### src/rtl/blit_scheduler.sv
// rtl/blit_scheduler.sv - sprite descriptor table walker that launches one blit per valid slot per frame
module blit_scheduler #(
    parameter int NUM_SLOTS = 16,
    parameter int COORD_W   = 10
) (
    input  logic                         clk,
    input  logic                         reset,
    input  logic                         frame_start,
    input  logic                         wr_en,
    input  logic [$clog2(NUM_SLOTS)-1:0] wr_idx,
    input  logic [6*COORD_W:0]           wr_data,
    input  logic                         blit_done,
    output logic                         blit_start,
    output logic [COORD_W-1:0]           src_x0,
    output logic [COORD_W-1:0]           src_y0,
    output logic [COORD_W-1:0]           src_x1,
    output logic [COORD_W-1:0]           src_y1,
    output logic [COORD_W-1:0]           dst_x,
    output logic [COORD_W-1:0]           dst_y,
    output logic                         busy,
    output logic                         frame_done,
    output logic                         overrun
);
    localparam int PTR_W  = $clog2(NUM_SLOTS);
    localparam int DESC_W = 6 * COORD_W;
    localparam logic [PTR_W-1:0] LAST_SLOT = PTR_W'(NUM_SLOTS - 1);

    typedef enum logic [2:0] {
        S_IDLE,
        S_SCAN,
        S_ISSUE,
        S_WAIT,
        S_FINISH
    } state_t;

    state_t              r_state;
    state_t              w_next;
    logic [NUM_SLOTS-1:0] r_valid;
    logic [DESC_W-1:0]   r_desc [NUM_SLOTS];
    logic [PTR_W-1:0]    r_ptr;
    logic [DESC_W-1:0]   r_out;
    logic                r_blit_start;
    logic                r_frame_done;
    logic                r_busy;
    logic                r_overrun;

    logic                w_hit;
    logic                w_last;
    logic                w_ptr_clr;
    logic                w_ptr_inc;
    logic                w_latch;

    assign w_hit  = r_valid[r_ptr];
    assign w_last = (r_ptr == LAST_SLOT);

    // Coordinate fields carry no reset; only the valid bits gate the scan.
    always_ff @(posedge clk) begin
        if (wr_en) begin
            r_desc[wr_idx] <= wr_data[DESC_W-1:0];
        end
    end

    always_comb begin
        w_next    = r_state;
        w_ptr_clr = 1'b0;
        w_ptr_inc = 1'b0;
        w_latch   = 1'b0;
        case (r_state)
            S_IDLE: begin
                if (frame_start) begin
                    w_next    = S_SCAN;
                    w_ptr_clr = 1'b1;
                end
            end
            S_SCAN: begin
                if (w_hit) begin
                    w_next  = S_ISSUE;
                    w_latch = 1'b1;
                end else if (w_last) begin
                    w_next = S_FINISH;
                end else begin
                    w_ptr_inc = 1'b1;
                end
            end
            S_ISSUE: begin
                w_next = S_WAIT;
            end
            S_WAIT: begin
                if (blit_done) begin
                    if (w_last) begin
                        w_next = S_FINISH;
                    end else begin
                        w_next    = S_SCAN;
                        w_ptr_inc = 1'b1;
                    end
                end
            end
            S_FINISH: begin
                w_next = S_IDLE;
            end
            default: begin
                w_next = S_IDLE;
            end
        endcase
    end

    // Status pulses are registered from the next state so they line up with the state they describe.
    always_ff @(posedge clk) begin
        if (!reset) begin
            r_state      <= S_IDLE;
            r_ptr        <= '0;
            r_valid      <= '0;
            r_out        <= '0;
            r_blit_start <= 1'b0;
            r_frame_done <= 1'b0;
            r_busy       <= 1'b0;
            r_overrun    <= 1'b0;
        end else begin
            r_state <= w_next;
            if (w_ptr_clr) begin
                r_ptr <= '0;
            end else if (w_ptr_inc) begin
                r_ptr <= r_ptr + PTR_W'(1);
            end
            if (wr_en) begin
                r_valid[wr_idx] <= wr_data[DESC_W];
            end
            if (w_latch) begin
                r_out <= r_desc[r_ptr];
            end
            r_blit_start <= (r_state == S_ISSUE);
            r_frame_done <= (w_next == S_FINISH);
            r_busy       <= (w_next == S_SCAN) || (w_next == S_ISSUE) || (w_next == S_WAIT);
            if (frame_start && (r_state != S_IDLE)) begin
                r_overrun <= 1'b1;
            end
        end
    end

    assign blit_start = r_blit_start;
    assign frame_done = r_frame_done;
    assign busy       = r_busy;
    assign overrun    = r_overrun;
    assign src_x0     = r_out[6*COORD_W-1:5*COORD_W];
    assign src_y0     = r_out[5*COORD_W-1:4*COORD_W];
    assign src_x1     = r_out[4*COORD_W-1:3*COORD_W];
    assign src_y1     = r_out[3*COORD_W-1:2*COORD_W];
    assign dst_x      = r_out[2*COORD_W-1:COORD_W];
    assign dst_y      = r_out[COORD_W-1:0];

endmodule

### config.mk
export PLATFORM = sky130hd
export DESIGN_NAME = blit_scheduler
export DESIGN_NICKNAME = d
export VERILOG_FILES = /design/src/rtl/blit_scheduler.sv
export SDC_FILE = /design/constraint.sdc
export NUM_CORES = 1
export LEC_CHECK = 0
export BUFFER_PORTS_ARGS = -buffer_cell sky130_fd_sc_hd__buf_2
export CAP_MARGIN = 40
export CORE_MARGIN = 2
export CORE_UTILIZATION = 45
export DETAILED_ROUTE_END_ITERATION = 12
export SYNTH_ARGS = -nofsm -noshare
export SYNTH_HDL_FRONTEND = slang
export SYNTH_SLANG_ARGS = --single-unit
### constraint.sdc
create_clock -name clk -period 19 [get_ports clk]
set_input_delay 3.8 -clock clk [delete_from_list [all_inputs] [get_ports clk]]
set_output_delay 3.8 -clock clk [all_outputs]
set_load 0.05 [all_outputs]
# Word-level counts from Yosys, hierarchy flattened

Memory sizes are Yosys's and may differ from the RTL's. A register that Yosys moved wholly into a read port is not among the register bits.
Cells that the tools add are included.

Memories: 1
Word-level logic and storage cells: 50
Flip-flop bits (word level): 27
Bits of input ports: 70
Memory bits (writable): 960

Memory list:

| name   | depth | bits a word | read ports | clocked after memory_dff | write ports | line | source |
|---|---|---|---|---|---|---|---|
| r_desc | 16    | 60          | 1          | 1                        | 1           | 39   | `logic [DESC_W-1:0] r_desc [NUM_SLOTS];` |

$lt $le $gt $ge: 3
Eq/ne operators: 8
Multiplexer cells: 21
Reductions and logical operators: 8
Add/sub/neg operators: 1
Bitwise operators: 1

Operators with widths:

| operator                                                                             | number |
|---|---|
| 16-bit bitwise mux                                                                   | 1 |
| 3-bit two-way mux                                                                    | 5 |
| 3-bit by 2-bit == test with 1-bit output (second input constant)                     | 4 |
| 3-bit case mux with 4 select lines                                                   | 1 |
| 1-bit two-way mux                                                                    | 11 |
| 4-bit by 5-bit less-than comparator with 1-bit output (second input constant)        | 2 |
| 3-bit by 1-bit == test with 1-bit output (second input constant)                     | 2 |
| 4-bit by 1-bit adder with 4-bit output (second input constant)                       | 1 |
| 1-bit binary-select mux with 4-bit select                                            | 1 |
| 1-bit demux with 4-bit select                                                        | 1 |
| 4-bit == test (second input constant)                                                | 1 |
| 4-bit by 1-bit greater-or-equal comparator with 1-bit output (second input constant) | 1 |
| 3-bit == test (second input constant)                                                | 1 |
| 3-bit zero test                                                                      | 1 |
| 3-bit nonzero test                                                                   | 1 |
| 1-bit logical AND                                                                    | 2 |
| 1-bit logical OR                                                                     | 2 |
| 1-bit case mux with 2 select lines                                                   | 1 |
| 2-bit OR reduction                                                                   | 1 |
| 1-bit zero test                                                                      | 1 |
| 1-bit inverter                                                                       | 1 |

# Longest topological paths before layout

Gate-level depths: netlist (run 1).

Word-level depth: 7
Gate-level depth with buffers: 9
Depth with buffers taken out: 5

# Worst setup path before layout (run 1)

Ideal clock, no wire load.

Path type: input port to flip-flop
Start point: in wr_idx[2]
End point: reg r_valid[1]
Cell stages on the path: 5
Data arrival time: 9025 ps
Path slack: 9854 ps
Cell sequence: nor2_1 -> nand2_1 -> nor3b_1 -> mux2i_1 -> nor2b_1

Cells in the longest elaborated chain, start to end: 5

RTL lines:

| element                                                                                                                                                     | line | source |
|---|---|---|
| start: declaration                                                                                                                                          | 10   | `input logic [$clog2(NUM_SLOTS)-1:0] wr_idx,` |
| 4-bit by 5-bit less-than comparator with 1-bit output (not written as such) or 4-bit by 1-bit greater-or-equal comparator with 1-bit output (tied branches) | 126  | `r_valid[wr_idx] <= wr_data[DESC_W];` |
| 1-bit logical AND (not written as such)                                                                                                                     | 126  |  |
| 1-bit two-way mux (not written as such)                                                                                                                     | 126  |  |
| 1-bit demux with 4-bit select *                                                                                                                             | 126  |  |
| 16-bit bitwise mux *                                                                                                                                        | 126  |  |
| end signal: indexed assignment                                                                                                                              | 126  |  |
| end: declaration                                                                                                                                            | 38   | `logic [NUM_SLOTS-1:0] r_valid;` |

Every way passes the cells marked *; elsewhere a longest branch is shown, timed or not.
A chain may end at the register's enable or synchronous reset.

# Final worst setup path (run 1)

Start point: in wr_idx[3]
End point: mem r_desc[4][40] (netlist name), enable pin

RTL lines:

| element          | line |
|---|---|
| end: declaration | 39 |

Straight into the memory's write port.

==> metrics.md, run 1 <==
| Metric | Value |
|---|---|
| Run status | complete, no violations |
| Cts bufs inserted | 106 |
| Max incr delay on CP | 770 ps |
| Storage cell area | 30600 sq um |
| HP Class | reg -> reg |
| Die Span Y | a little over 300 microns |
| Total track usage | about a fifth |
| RSZ-0062 raised after global routing | false |
| Post-Synthesis Cells | approximately 1900 |
| Slew of the pin with the lowest slew margin | 906 ps |
| Starting Density | 45.3% |
| # DRC | 0 |
| Fmax | 0.176 GHz |
| RePlAce Congestion | 0.767 |
| Commonest non-fill, non-tap cell in the layout | edfxtp_1 |
| WP data required | 19280 ps |
| Clock Latency Late Sink | just under 700 ps |
| Setup violations, final | 0 |
| Cell breakdown of the critical path | buf_2 > nand2b_1 > nor2_4 > buf_4 |
| Commonest non-fill, non-tap cells in the layout | edfxtp_1 (960), mux4_2 (241), buf_2 (133) |
| Post-Syn Area | approximately 40000 sq um |
| Routed Antenna Nets | 0 |
| Vias in the first global route | 20160 |
| Hold path start | overrun |
| Vias per inst | 6.05 |
| Pre-CTS WS | 12650 ps |
| WP data arrival | 5950 ps |
| Crit Path Class | in -> reg |
| Synth Register Bits | around 1000 |
| Resized cells post-CTS | 0 |
| Critical Path Start Type | input port |
| DIE AREA | 91300 sq um |
| Ys Warns | 0 |
| Largest net degree at the start of global routing | 100 |
| Final hold vios | 0 |
| Worst setup margin | 13330 ps |
| Hold path depth | 1 |
| DP Wirelength | 52700 microns |
| CTS tree | built |
| Final WL | between 90000 and 100000 microns |
| PortBufs | 133 |
| Final period utilization | 29.8% |
| Fill count | 6848 |
| Grt total ovfl | 0 |
| Reg2reg end | r_out[46] |
| Seq/Total Area, Yosys | 76.4% |
| Total power draw | 0.00496 W |
| Worst R2R Path Depth | 8 |
| Final min period | 5670 ps |
| Antenna violations before repair | 6 |
| Post-synth EDFFs | 960 |
| Share of cells above drive strength 1 | 28.7% |
| Clk slew on worst S/H paths | 60 ps |
| Async SR Flop Fraction | 0% |
| Clk buf depth | 3 |
| Die width | 302 microns |
| RR Startpoint | r_ptr[1] |
| Max Slew Vio Count | 0 |
| First-pass GRT wire length | 136000 microns |
| Htree depth | 3 |
| Footprint of the multi-input gates | 8850 sq um |
| Area delta synth->final | 14.0% |
| Max-cap check violation count | 0 |
| Post-CTS Setup Repair Bufs | 0 |
| Clock Tree Root | clkbuf_16 |
| 1st-pass router iterations | 5 |
| Worst Setup End Kind | flop |
| Buf/Inv on CP | 2 |
| Crit-path leading delay family | simple AND/OR/NAND/NOR gates |
| Avg Cell Area, Syn | 21.4 sq um |
| DR WL/cell | between 20 and 30 microns |
| Slowest cell on crit path | buf_4 |
| Vias post-DR | 19745 |
| PwrDens | between 100 and 150 nW/um^2 |
| Worst reg-to-reg setup slack | 14080 ps |
| Setup Skew | 30.7 ps |
| Max-slew headroom | roughly 40% |
| Top_reg_cell synth | edfxtp_1 |
| Row count | 109 |
| Syn nets | 1937 |
| Hold Path End | overrun |
| Max Fanout on Critical Path | 42 |
| Worst vdd ir | 0.0000824 V |
| Nets | 2087 |
| Synth cell types | 46 |
| Initial DRC Count | ~2000 |
| Hold Buf Count CTS | 0 |
| LEAKAGE | between 10 and 15 nW |
| Io pins | approximately 130 |
| Core Area | 88200 sq um |
| Clk sinks | 1047 |
| Setup tns final | 0 ps |
-- state kept, by name (all words and copies together), names as in the netlist --
signal      cells
r_ptr           4
busy            1
r_state         3
frame_done      1
r_valid        16
r_out          60
overrun         1
blit_start      1
r_desc        960
-- final cells by class --
| class | instances | share of cell area (%) |
|---|---|---|
| sequential | 1047 | 67.1 |
| multi-input combinational | 683 | 19.4 |
| clock buffer | 130 | 6.20 |
| timing repair buffer | 176 | 2.54 |
| tap | 1165 | 3.20 |
| inverter | 2 | 0.0165 |
| antenna | 1 | 0.00549 |
| clock inverter | 58 | 1.56 |
-- how the worst max path moves through the flow --
stage,start,to,slack [ps],depth (start not counted)
2_1_floorplan,wr_idx[2],r_valid[1],9850,5
3_3_place_gp,wr_idx[1],r_desc[5][44],12690,4
3_5_place_dp,wr_idx[0],r_desc[6][26],12650,4
4_1_cts,wr_idx[3],r_desc[4][40],13340,4
5_1_grt,wr_idx[3],r_desc[4][40],13220,4
6_report,wr_idx[3],r_desc[4][40],13330,4
-- power by group --
group	internal, W	total (W)	switching [W]	leakage [nW]
Sequential	0.00256	0.00258	0.0000180	9.38
Clock	0.00123	0.00210	0.000863	1.71
Combinational	0.000111	0.000280	0.000169	3.08
-- logic make-up (layout without fill, tap and decap cells) --
family	Yosys count	count (layout)	share of synthesized area, %
compound gates	291	291	5.76
flops	1047	1047	76.4
simple gates	140	140	2.07
fa+ha+maj	1	1	0.0313
buf+inv	136	366	1.85
other cells	0	1	0
mux	251	251	13.9
-- cell usage after synthesis (all sizes together), types with 14 or more instances --
master | count | area (sq um)
nand2 | 28 | 105
or4 | 60 | 450
o31ai | 61 | 458
buf | 68 | 475
a21boi | 76 | 571
a221oi | 60 | 526
clkbuf | 66 | 256
nor2 | 20 | 75.1
o21ai | 14 | 70.1
a22o | 60 | 526
dfxtp | 87 | 1740
mux4 | 242 | 5450
edfxtp | 960 | 28800
-- layer usage --
metal	vias up	routed length (microns)	global-route usage (%)
met5	-	66	0
met2	745	42500	31.2
met3	118	7050	4.01
met4	10	1510	4.74
li1	8314	-	-
met1	10558	41000	30.6
-- per-stage QoR --
step                      hold WS [ps]  area, sq um  std cells  utilization, %
after floorplan                    452        40000       1866               -
after global placement             447        41800       3064            47.4
after detailed placement           453        42000       3073            47.7
after CTS                          467        45600       3261            51.7
after global routing               490        45600       3261            51.7
final                              462        45600       3262            51.7
No activity file was read; power rests on OpenSTA's default activity.
==> inputs of run 2 (changes only) <==
==> constraint.sdc (replaced) <==
create_clock -name clk -period 5.2 [get_ports clk]
set_input_delay 1.04 -clock clk [delete_from_list [all_inputs] [get_ports clk]]
set_output_delay 1.04 -clock clk [all_outputs]
set_load 0.05 [all_outputs]
==> run 2 against run 1 <==
Net effect: final cell count rose by 0.86%; first-iteration DRC count is 0.41% lower; sequential share of layout area decreased by 0.32 points; routed wire length increased by 1.2%; critical path depth is 2 higher; total power grew to 3.6 times the previous value.
==> metrics.md, run 2 (synthesis gave the netlist of run 1 again) <==
| Metric | Value |
|---|---|
| Metal3 WL | 6480 microns (was 7050 microns) |
| WP data required | 5770 ps (was 19280 ps) |
| PwrDens | 390 nW/um^2 (was 109 nW/um^2) |
| Vias per inst | 5.98 (was 6.05) |
| # DRC | 0 (unchanged) |
| Max Slew Vio Count | 0 (unchanged) |
| Max reg flops | 960 (unchanged) |
| WP data arrival | 3750 ps (was 5950 ps) |
| Grt total ovfl | 0 (unchanged) |
| Final min period | 3170 ps |
| Worst Setup End Kind | flop (unchanged) |
| Setup tns final | 0 ps (unchanged) |
| Routed wl met2 | 43300 microns (was 42500 microns) |
| Clock Latency Late Sink | 670 ps (was 680 ps) |
| Vias in the first global route | 20142 (was 20160) |
| 1st-pass router iterations | 5 (unchanged) |
| RePlAce Congestion | 0.770 (was 0.767) |
| Commonest non-fill, non-tap cells in the layout | edfxtp_1 (960), mux4_2 (241), buf_2 (133) (unchanged) |
| CTS tree | built (unchanged) |
| DIE AREA | 91300 sq um (unchanged) |
| Core Area | 88200 sq um (unchanged) |
| Antenna violations before repair | 3 (was 6) |
| RSZ-0062 raised after global routing | false (unchanged) |
| Worst vdd ir | 0.000280 V (was 0.0000824 V) |
| DP Wirelength | 54100 microns (was 52700 microns) |
| Max Fanout on Critical Path | 48 (was 42) |
| Setup violations, final | 0 (unchanged) |
| Clock Tree Root | clkbuf_16 (unchanged) |
| LEAKAGE | 14.3 nW (was 14.2 nW) |
| Biggest register | r_desc (unchanged) |
| Fill count | 6852 (was 6848) |
| Worst setup margin | 2030 ps (was 13330 ps) |
| Die width | 302 microns (unchanged) |
| Setup Skew | 17.6 ps (was 30.7 ps) |
| Routed Antenna Nets | 0 (unchanged) |
| Slew of the pin with the lowest slew margin | 948 ps (was 906 ps) |
| Hold path depth | 2 (was 1) |
| Die Span Y | 302 microns (unchanged) |
| Starting Density | 45.3% (unchanged) |
| Final period utilization | 61.0% |
| First-pass GRT wire length | 137000 microns (was 136000 microns) |
| Final Cell Area | 45800 sq um (was 45600 sq um) |
| Largest regs | r_desc (960), r_out (60), r_valid (16) (unchanged) |
| Total track usage | 20.6% (was 20.4%) |
| Run status | complete, no violations (unchanged) |
| Max-slew headroom | 36.8% (was 39.6%) |
| Initial DRC Count | 1955 (was 1963) |
| Largest net degree at the start of global routing | 92 (was 100) |
| Final WL | 93200 microns (was 92100 microns) |
| PortBufs | 133 (unchanged) |
| Pre-CTS WS | 2020 ps (was 12650 ps) |
| Clk buf depth | 3 (unchanged) |
| Hold Buf Count CTS | 0 (unchanged) |
| DR WL/cell | 28.3 microns (was 28.2 microns) |
| Footprint of the multi-input gates | 8850 sq um (unchanged) |
| Max-cap check violation count | 0 (unchanged) |
| Nets | 2103 (was 2087) |
| Fmax | about 0.32 GHz |
| Critical Path Start Type | flop (was input port) |
| Resized cells post-CTS | 0 (unchanged) |
| Storage cell area | 30600 sq um (unchanged) |
| HP Class | reg -> reg (unchanged) |
| Post-CTS Setup Repair Bufs | 0 (unchanged) |
| Htree depth | 3 (unchanged) |
| Placed cell area | 42400 sq um (was 42000 sq um) |
| Io pins | 134 (unchanged) |
| Cts bufs inserted | 106 (unchanged) |
| DR top layer | met5 (unchanged) |
| Row count | 109 (unchanged) |
| Clk sinks | 1047 (unchanged) |
| Worst R2R Path Depth | 6 (was 8) |
| Vias post-DR | 19674 (was 19745) |
| Share of cells above drive strength 1 | 29.3% (was 28.7%) |
| Area delta synth->final | 14.5% (was 14.0%) |
| Clk slew on worst S/H paths | 60 ps (about the same) |
| Crit Path Class | reg -> reg (was in -> reg) |
| Metal1 wirelength | 41900 microns (was 41000 microns) |
| Commonest non-fill, non-tap cell in the layout | edfxtp_1 (unchanged) |
| Final hold vios | 0 (unchanged) |
[run 2: cell types whose count changed in the layout (fill, tap and decap cells not counted), sizes merged]
| cell | delta |
|---|---|
| buf | +16 |
| clkbuf | +12 |
| bufinv | -7 |
| clkinv | +5 |
| diode | +3 |
| clkinvlp | -1 |
[run 2: stage by stage]
stage               hold slack (ps)  total power [W]  cells  util, %
floorplan                       452           0.0103   1866        -
global placement                445           0.0106   3076     47.7
finish                          465           0.0178   3290     51.9
detailed placement              456           0.0106   3089     48.0
global route                    482           0.0184   3288     51.9
CTS                             466           0.0180   3286     51.9
[run 2: critical path, stage by stage (launching register included)]
cell and delay, ps:
dfxtp_4 570, mux4_1 630, mux2i_2 320, and2_4 620
buf_4 580, o31ai_1 140, a21boi_1 190
[run 2: final timing paths]
kind / startpoint / end / slack [ps]
worst max register to register: r_ptr[1] / r_out[37] / 2030
worst min register to register: r_out[15] / r_out[15] / 460
worst min-delay path: r_out[15] / r_out[15] / 460
worst max-delay path: r_ptr[1] / r_out[37] / 2030
[run 2: area by class of cell]
class / instances / share of cell area (%)
well taps: 1165 / 3.18
inverters: 2 / 0.0164
flip-flops and latches: 1047 / 66.8
multi-input cells: 683 / 19.3
repair buffers: 192 / 3.26
clock inverters: 55 / 0.989
diodes: 4 / 0.0219
clock buffers: 142 / 6.46
[run 2: report_power, final]
part / switching, W / internal, W
Clock: 0.00312 / 0.00428
Combinational: 0.000617 / 0.000403
Sequential: 0.0000644 / 0.00936
[run 2: metal layers]
layer  vias up  track usage [%]
met1     10488             30.8
met4         2             5.06
li1       8370                -
met2       705             31.2
met5         -            0.776
met3       109             4.10
